[config.mk]
export PLATFORM = sky130hd
export DESIGN_NAME = fetch_queue_flat
export DESIGN_NICKNAME = d
export VERILOG_FILES = /design/src/rtl/fetch_queue_if.sv /design/src/rtl/fetch_queue.sv /design/src/flat_wrapper.sv
export SDC_FILE = /design/constraint.sdc
export NUM_CORES = 1
export LEC_CHECK = 0
export CAP_MARGIN = 20
export CORE_ASPECT_RATIO = 1.2
export CORE_MARGIN = 2
export CORE_UTILIZATION = 30
export CTS_CLUSTER_DIAMETER = 30
export DETAILED_ROUTE_END_ITERATION = 7
export DONT_BUFFER_PORTS = 1
export GPL_TIMING_DRIVEN = 0
export PLACE_DENSITY = 0.45
export RECOVER_POWER = 25
export SYNTH_ARGS = -nofsm -noshare
export SYNTH_HDL_FRONTEND = slang
export SYNTH_SLANG_ARGS = --single-unit
[constraint.sdc]
create_clock -name clk -period 5.87 [get_ports clk]
set_clock_uncertainty 0.1 [all_clocks]
set_input_delay 0.8805 -clock clk [delete_from_list [all_inputs] [get_ports clk]]
set_output_delay 0.8805 -clock clk [all_outputs]
set_load 0.05 [all_outputs]
[src/rtl/fetch_queue_if.sv]
// fetch_queue_if: instruction-memory, redirect and decode handshake bundle for
// the fetch stage. The pc_misaligned signal exists only when
// FETCH_ALIGN_CHECK_EN is defined.
`timescale 1ns/1ps

interface fetch_queue_if;
  logic        imem_req;
  logic [63:0] imem_addr;
  logic [31:0] imem_rdata;
  logic        redirect_valid;
  logic [63:0] redirect_pc;
  logic        inst_valid;
  logic        inst_ready;
  logic [31:0] inst;
  logic [63:0] inst_pc;
`ifdef FETCH_ALIGN_CHECK_EN
  logic        pc_misaligned;
`endif

  // fetch stage side
  modport master (
    output imem_req, imem_addr, inst_valid, inst, inst_pc,
`ifdef FETCH_ALIGN_CHECK_EN
    output pc_misaligned,
`endif
    input  imem_rdata, redirect_valid, redirect_pc, inst_ready
  );

  // memory / execute / decode side
  modport slave (
    input  imem_req, imem_addr, inst_valid, inst, inst_pc,
`ifdef FETCH_ALIGN_CHECK_EN
    input  pc_misaligned,
`endif
    output imem_rdata, redirect_valid, redirect_pc, inst_ready
  );
endinterface

[src/rtl/fetch_queue.sv]
// fetch_queue: PC register, single-outstanding fetch to a one-cycle
// synchronous instruction memory, and a DEPTH-entry queue feeding decode.
// A redirect flushes the queue and the in-flight fetch and reloads the PC.
// Optional macro FETCH_ALIGN_CHECK_EN: a misaligned redirect target raises a
// sticky pc_misaligned halt instead of being silently aligned.
`timescale 1ns/1ps

module fetch_queue #(
  parameter logic [63:0] RESET_PC = 64'h0,
  parameter int          DEPTH    = 4
) (
  input  logic        clk,
  input  logic        rst_n,
  fetch_queue_if.master fq
);

  localparam int AW = $clog2(DEPTH);
  localparam int CW = AW + 1;

  logic [63:0] r_pc;
  logic        r_rsp_pending;
  logic [63:0] r_rsp_pc;
  logic [AW-1:0] r_wr_ptr;
  logic [AW-1:0] r_rd_ptr;
  logic [CW-1:0] r_count;
  logic [31:0] r_q_inst [DEPTH];
  logic [63:0] r_q_pc   [DEPTH];

  logic        w_redirect;
  logic        w_halt;
  logic [CW:0] w_occupancy;
  logic        w_space;
  logic        w_issue;
  logic        w_push;
  logic        w_pop;
  logic        w_valid;
  logic [63:0] w_load_pc;

`ifdef FETCH_ALIGN_CHECK_EN
  logic        r_halt;
  assign w_halt    = r_halt;
  assign w_load_pc = fq.redirect_pc;
`else
  assign w_halt    = 1'b0;
  // low two bits of the target are dropped so the PC stays word aligned
  assign w_load_pc = fq.redirect_pc & ~64'h3;
`endif

  assign w_redirect  = fq.redirect_valid;
  // queued entries plus the fetch in flight must leave room for one more
  assign w_occupancy = {1'b0, r_count} + {{CW{1'b0}}, r_rsp_pending};
  assign w_space     = w_occupancy < (CW+1)'(DEPTH);
  // rst_n gate keeps the request low while reset is held
  assign w_issue     = rst_n && w_space && !w_redirect && !w_halt;
  assign w_push      = r_rsp_pending && !w_redirect;
  assign w_valid     = (r_count != '0);
  assign w_pop       = w_valid && fq.inst_ready && !w_redirect;

  assign fq.imem_req   = w_issue;
  assign fq.imem_addr  = r_pc;
  assign fq.inst_valid = w_valid;
  // head is masked when empty so stale storage never shows on the outputs
  assign fq.inst       = w_valid ? r_q_inst[r_rd_ptr] : 32'h0;
  assign fq.inst_pc    = w_valid ? r_q_pc[r_rd_ptr]   : 64'h0;

  // PC, in-flight tracking, pointers and occupancy; redirect overrides all
  always_ff @(posedge clk or negedge rst_n) begin
    if (!rst_n) begin
      r_pc          <= RESET_PC;
      r_rsp_pending <= 1'b0;
      r_rsp_pc      <= 64'h0;
      r_wr_ptr      <= '0;
      r_rd_ptr      <= '0;
      r_count       <= '0;
    end else if (w_redirect) begin
      r_pc          <= w_load_pc;
      r_rsp_pending <= 1'b0;
      r_wr_ptr      <= '0;
      r_rd_ptr      <= '0;
      r_count       <= '0;
    end else begin
      r_rsp_pending <= w_issue;
      if (w_issue) begin
        r_pc     <= r_pc + 64'd4;
        r_rsp_pc <= r_pc;
      end
      if (w_push) r_wr_ptr <= r_wr_ptr + AW'(1);
      if (w_pop)  r_rd_ptr <= r_rd_ptr + AW'(1);
      case ({w_push, w_pop})
        2'b10:   r_count <= r_count + CW'(1);
        2'b01:   r_count <= r_count - CW'(1);
        default: r_count <= r_count;
      endcase
    end
  end

  // queue storage; contents need no reset because the head is masked by count
  always_ff @(posedge clk) begin
    if (w_push) begin
      r_q_inst[r_wr_ptr] <= fq.imem_rdata;
      r_q_pc[r_wr_ptr]   <= r_rsp_pc;
    end
  end

`ifdef FETCH_ALIGN_CHECK_EN
  // sticky halt: set by a misaligned redirect, cleared by an aligned one
  always_ff @(posedge clk or negedge rst_n) begin
    if (!rst_n)          r_halt <= 1'b0;
    else if (w_redirect) r_halt <= |fq.redirect_pc[1:0];
  end

  assign fq.pc_misaligned = r_halt;
`endif

endmodule

[src/flat_wrapper.sv]
// flat-port wrapper written by rule: the top's interface ports become plain ports
module fetch_queue_flat 
#(
  parameter logic [63:0] RESET_PC = 64'h0,
  parameter int          DEPTH    = 4
)
  (clk, rst_n, fq_imem_req, fq_imem_addr, fq_inst_valid, fq_inst, fq_inst_pc, fq_imem_rdata, fq_redirect_valid, fq_redirect_pc, fq_inst_ready);
  fetch_queue_if fq_i ();
  input  logic clk;
  input  logic rst_n;
  output wire logic [$bits(fq_i.imem_req)-1:0] fq_imem_req;
  output wire logic [$bits(fq_i.imem_addr)-1:0] fq_imem_addr;
  output wire logic [$bits(fq_i.inst_valid)-1:0] fq_inst_valid;
  output wire logic [$bits(fq_i.inst)-1:0] fq_inst;
  output wire logic [$bits(fq_i.inst_pc)-1:0] fq_inst_pc;
  input wire logic [$bits(fq_i.imem_rdata)-1:0] fq_imem_rdata;
  input wire logic [$bits(fq_i.redirect_valid)-1:0] fq_redirect_valid;
  input wire logic [$bits(fq_i.redirect_pc)-1:0] fq_redirect_pc;
  input wire logic [$bits(fq_i.inst_ready)-1:0] fq_inst_ready;
  assign fq_imem_req = fq_i.imem_req;
  assign fq_imem_addr = fq_i.imem_addr;
  assign fq_inst_valid = fq_i.inst_valid;
  assign fq_inst = fq_i.inst;
  assign fq_inst_pc = fq_i.inst_pc;
  assign fq_i.imem_rdata = fq_imem_rdata;
  assign fq_i.redirect_valid = fq_redirect_valid;
  assign fq_i.redirect_pc = fq_redirect_pc;
  assign fq_i.inst_ready = fq_inst_ready;
  fetch_queue #(.RESET_PC(RESET_PC), .DEPTH(DEPTH)) u_core (.clk(clk), .rst_n(rst_n), .fq(fq_i));
endmodule
=== Yosys cells after proc, flatten, opt, wreduce, memory -nomap -nowiden ===
Memories as Yosys holds them, arrays and structs flattened.
Cells that the tools add are included.

* Register bits: 136
* Memories kept: 2
* Input port bits: 100
* Bits in writable memories: 384

* Magnitude comparators: 1
* Add/subtract/negate cells: 6
* Bitwise operators: 1
* Reductions and logical operators: 12
* Multiplexer cells: 13
* Equal/unequal tests: 2

{| class="wikitable"
|+ Memories
! memory !! words !! width !! read ports !! clocked after memory_dff !! write ports !! RTL line !! source
|-
| u_core.r_q_pc || 4 || 64 || 1 || 0 || 1 || fetch_queue.sv:27 || <nowiki>logic [63:0] r_q_pc [DEPTH];</nowiki>
|-
| u_core.r_q_inst || 4 || 32 || 1 || 0 || 1 || fetch_queue.sv:26 || <nowiki>logic [31:0] r_q_inst [DEPTH];</nowiki>
|}

{| class="wikitable"
|+ Operator list
! cell !! count
|-
| 2-to-1 mux 64 bit || 3
|-
| adder 64 x 3 -> 64 bit (second input constant) || 1
|-
| 2-to-1 mux 32 bit || 1
|-
| 2-to-1 mux 2 bit || 4
|-
| one-hot mux 3 bit (2 select lines) || 1
|-
| nonzero test 2 bit || 3
|-
| nonzero test 3 bit || 2
|-
| logical AND 1 bit || 5
|-
| adder 2 x 1 -> 2 bit (second input constant) || 2
|-
| adder 3 x 1 -> 4 bit || 1
|-
| less-than comparator 4 x 3 -> 1 bit (second input constant) || 1
|-
| adder 3 x 1 -> 3 bit (second input constant) || 1
|-
| 2-to-1 mux 1 bit || 3
|-
| 2-to-1 mux 3 bit || 1
|-
| subtractor 3 x 1 -> 3 bit (second input constant) || 1
|-
| equality test 2 x 1 -> 1 bit (second input constant) || 1
|-
| equality test 2 bit (second input constant) || 1
|-
| AND reduction 2 bit || 1
|-
| logical NOT 1 bit || 1
|-
| inverter 1 bit || 1
|}

=== Logic depth before layout (Yosys ltp) ===
* Depth in word-level cells: 6
* Gate-level depth with buffers: 9
* Gate-level depth less buffers: 7

=== Worst setup path before layout ===
Ideal clock, no wire load.

* Kind: input to register
* From: input port fq_redirect_valid
* To: memory u_core.r_q_inst[0][0], enable pin
* Setup time: 0.464 ns
* Stages: 4
* Setup slack: 1.673 ns
* Data required time: 5.306 ns
* Arrival: 3.634 ns
* Cell sequence: clkbuf_1 clkbuf_1 nor2b_1 and2_1

* Cells in the longest elaborated chain, start to end: 4

{| class="wikitable"
|+ RTL lines
! what !! RTL line !! source
|-
| start, declared || flat_wrapper.sv:17 || <nowiki>input wire logic [$bits(fq_i.redirect_valid)-1:0] fq_redirect_valid;</nowiki>
|-
| logical NOT 1 bit || fetch_queue.sv:55 || <nowiki>assign w_push = r_rsp_pending && !w_redirect;</nowiki>
|-
| logical AND 1 bit || fetch_queue.sv:55 ||
|-
| 2-to-1 mux 1 bit || fetch_queue.sv:99 || <nowiki>if (w_push) begin</nowiki>
|-
| 2-to-1 mux 1 bit (implied by the code) || fetch_queue.sv:100 || <nowiki>r_q_inst[r_wr_ptr] <= fq.imem_rdata;</nowiki>
|-
| end, declared || fetch_queue.sv:26 ||
|}

Every way passes these cells.

=== Worst setup path after layout ===
* From: register u_core.r_rd_ptr[0]
* To: output port fq_inst[6]

* Cells in the longest elaborated chain, start to end: 2

{| class="wikitable"
|+ RTL lines
! what !! RTL line !! source
|-
| start, declared || fetch_queue.sv:24 || <nowiki>logic [AW-1:0] r_rd_ptr;</nowiki>
|-
| start signal, assigned || fetch_queue.sv:88 || <nowiki>if (w_pop) r_rd_ptr <= r_rd_ptr + AW'(1);</nowiki>
|-
| memory (4 x 32 bit) || -- ||
|-
| 2-to-1 mux 32 bit || fetch_queue.sv:63 || <nowiki>assign fq.inst = w_valid ? r_q_inst[r_rd_ptr] : 32'h0;</nowiki>
|-
| end, declared || flat_wrapper.sv:14 || <nowiki>output wire logic [$bits(fq_i.inst)-1:0] fq_inst;</nowiki>
|}

Every way passes these cells.

==> results.py <==
metrics = {
    "outcome": {
        "status": "finished, final reports clean",
    },
    "floorplanning": {
        "initial_core_util": 0.304,
        "core-area_um2": 68600,
        "fp.dieArea_um2": 71600,
        "dieHeight_um": 293,
        "die_w_um": 245,
        "rows": 105,
        "pin_count": 262,
    },
    "setup_path": {
        "critical_path_class": "reg2out",
        "cp.arrival_ps": 4030,
        "cp.required_ps": 4890,
        "path_max_fanout": 10,
        "start_kind": "register",
        "end_kind": "output port",
    },
    "finish": {
        "final_layout_size_suffix_gt1_frac": 0.257,
        "antennaDiodeCount": 0,
        "fillCellCount": 6483,
        "fin_util": 0.383,
        "nets": 1490,
        "syn_to_final_growth_pct": 26.1,
    },
    "grt": {
        "grt_overflow_total": 0,
        "antenna_found_initial": 4,
        "grt_use_total": 0.169,
        "grt_pass1_vias": 12565,
        "grt_max_degree": 133,
        "grt_pass1_wl_um": 87800,
    },
    "placed_design": {
        "routabilityCongestion": 0.747,
        "port_buffers": 0,
        "dp_hpwl_um": 39800,
        "place_ws_ps": 1210,
    },
    "routing": {
        "vias_per_cell": 4.91,
        "drc": 0,
        "wl_um": 60300,
        "firstDrtPassIters": 4,
        "wl_per_cell_um": 25.3,
        "drt-initial-drc-count": 592,
        "antenna_left": 0,
        "dr_total_vias": 11714,
    },
    "job": {
        "cap_violations": 0,
    },
    "synth": {
        "syn_avg_cell_area_um2": 16.6,
        "synth_seq_cells": 508,
        "syn-cell-area_um2": 20800,
        "ys_types": 56,
        "ys.flop_type": "edfxtp_1",
        "synthCells": 1256,
        "synth-async-reset-ratio": 0.260,
        "yosys_warnings": 0,
        "synth_seq_area_share": 0.700,
        "synth_edf_count": 376,
    },
    "timing": {
        "drv_slew": 0,
        "setup_ws_ps": 863,
        "period_needed_ps": 5010,
        "slew_headroom": 0.331,
        "fmax_mhz": 200,
        "hold_viol_final": 0,
        "setup_viol": 0,
        "rsz0062_at_grt": "no",
        "tightest_slew_ps": 1000,
        "fin_crit_sh": 0.853,
    },
    "clocking": {
        "clock_sinks": 508,
        "cts.repair.resized": 0,
        "clock_latency_ps": 640,
        "postCtsSetupRepairBufs": 0,
        "cts_tree": "yes",
        "cts-root-buf": "clkbuf_16",
        "clkTransAtPathRegs_ps": 50,
        "clock_path_buffers": 3,
        "numCtsBuffers": 106,
        "cts_hold_buf": 1,
        "h-tree-depth": 3,
    },
    "worst_hold_path": {
        "hp-class": "in2async",
    },
    "power": {
        "p_leak_nw": 8.87,
        "power_density_nw_per_um2": 574,
        "p_total_mw": 15.1,
        "ir_worst_vdd_v": 0.000380,
    },
}
-- cell type report --
cell class	instances	area, µm²	share of cell area
flip-flops and latches	508	14600	0.555
multi-input cells	666	5910	0.225
clock buffers	123	2800	0.107
clock inverters	77	1150	0.0438
well taps	909	1140	0.0433
repair buffers	17	338	0.0129
plain buffers	73	308	0.0117
inverters	12	45.0	0.00171
-- where the power goes --
part           switching [mW]  internal, mW
clock network            1.99          4.56
logic                    2.67         0.965
registers               0.516          4.39
-- cells by family after synthesis --
group,count (synthesis),share of synthesized area
AOI/OAI and AO/OA,90,0.0259
xor gates and xnor gates,35,0.0147
adders and majority gates,6,0.00396
buffers and inverters,85,0.0169
DFF,508,0.700
muxes,164,0.139
other,1,0.000180
and+or+nand+nor,367,0.0987
-- layer usage --
| metal | track usage | vias to the layer above | share of wire |
|---|---|---|---|
| met3 | 0.0577 | 95 | 0.074 |
| met5 | 0 | - | 0.00090 |
| met1 | 0.197 | 6110 | 0.40 |
| met4 | 0.0562 | 8 | 0.022 |
| li1 | - | 5173 | - |
| met2 | 0.289 | 328 | 0.51 |
-- critical path: stages (launching register included) --
cell and delay, ps:
dfrtp_1 320, clkbuf_1 550, buf_1 790, buf_1 750
mux4_2 620, and2_1 350
-- flip-flops by register name (all words and copies together) (netlist names) --
name,cells
u_core.fq.imem_addr,62
u_core.r_rsp_pending,1
u_core.r_q_pc,248
u_core.r_count,3
u_core.r_q_inst,128
u_core.r_rsp_pc,62
u_core.r_wr_ptr,2
u_core.r_rd_ptr,2
-- through the flow --
stage | cells | area, µm² | setup TNS [ps] | hold WS [ps]
floorplan | 1259 | 20800 | 0 | 372
global placement | 2168 | 22000 | -521640 | 387
detailed placement | 2181 | 22300 | 0 | 401
CTS | 2382 | 26300 | 0 | 161
global route | 2385 | 26300 | 0 | 160
finish | 2385 | 26300 | 0 | 114
-- path summary, 6_finish.rpt --
kind	from	endpoint	slack, ps	depth (start not counted)
hold / removal	rst_n	u_core.r_rsp_pc[43]$_DFFE_PN0P_	110	1
min in group clk	fq_imem_rdata[1]	u_core.r_q_inst[2][1]$_DFFE_PP_	230	0
hold reg to reg	u_core.r_rsp_pc[60]$_DFFE_PN0P_	u_core.r_q_pc[1][60]$_DFFE_PP_	400	0
setup reg to reg	u_core.fq.imem_addr[15]$_DFFE_PN0P_	u_core.fq.imem_addr[62]$_DFFE_PN0P_	2370	5
setup / recovery	u_core.r_rd_ptr[0]$_DFFE_PN0P_	fq_inst[6]	860	5
max in group asynchronous	rst_n	u_core.r_rsp_pc[15]$_DFFE_PN0P_	4900	1
-- cells in the mapped netlist, drive strengths merged (13+ instances only) --
library cell | count | area [µm²]
mux2 | 63 | 709
and2 | 102 | 638
nor2 | 45 | 169
nand2 | 74 | 278
a31oi | 20 | 125
dfrtp | 132 | 3300
mux4 | 94 | 2120
or4 | 23 | 180
nor4 | 14 | 87.6
nand3 | 28 | 145
edfxtp | 376 | 11300
o21ai | 39 | 195
or3 | 13 | 81.3
clkbuf | 52 | 195
xnor2 | 24 | 210
buf | 21 | 113
nand4 | 24 | 171
-- placed cells by master (no fill, tap or decap), types with 8 or more instances in the layout --
cell,netlist,layout
buf_1,12,12
xor2_1,11,11
clkinv_2,0,15
a21oi_1,8,8
mux2_2,63,63
nor2_1,45,45
nand4_1,22,22
clkbuf_1,52,63
inv_1,11,11
and3_1,10,10
a31oi_1,20,20
o31ai_1,11,11
edfxtp_1,376,376
xnor2_1,24,24
clkinv_1,1,8
or4_1,21,21
and2_1,101,97
inv_6,0,8
o21ai_0,34,34
or3_1,13,13
nand2_1,74,74
clkbuf_16,0,108
dfrtp_1,132,132
nor3_1,9,9
nand3_1,27,27
bufinv_16,0,26
and4_1,9,9
mux4_2,94,94
nor4_1,14,14
clkinvlp_4,0,12
(Power assumes the default switching activity.)
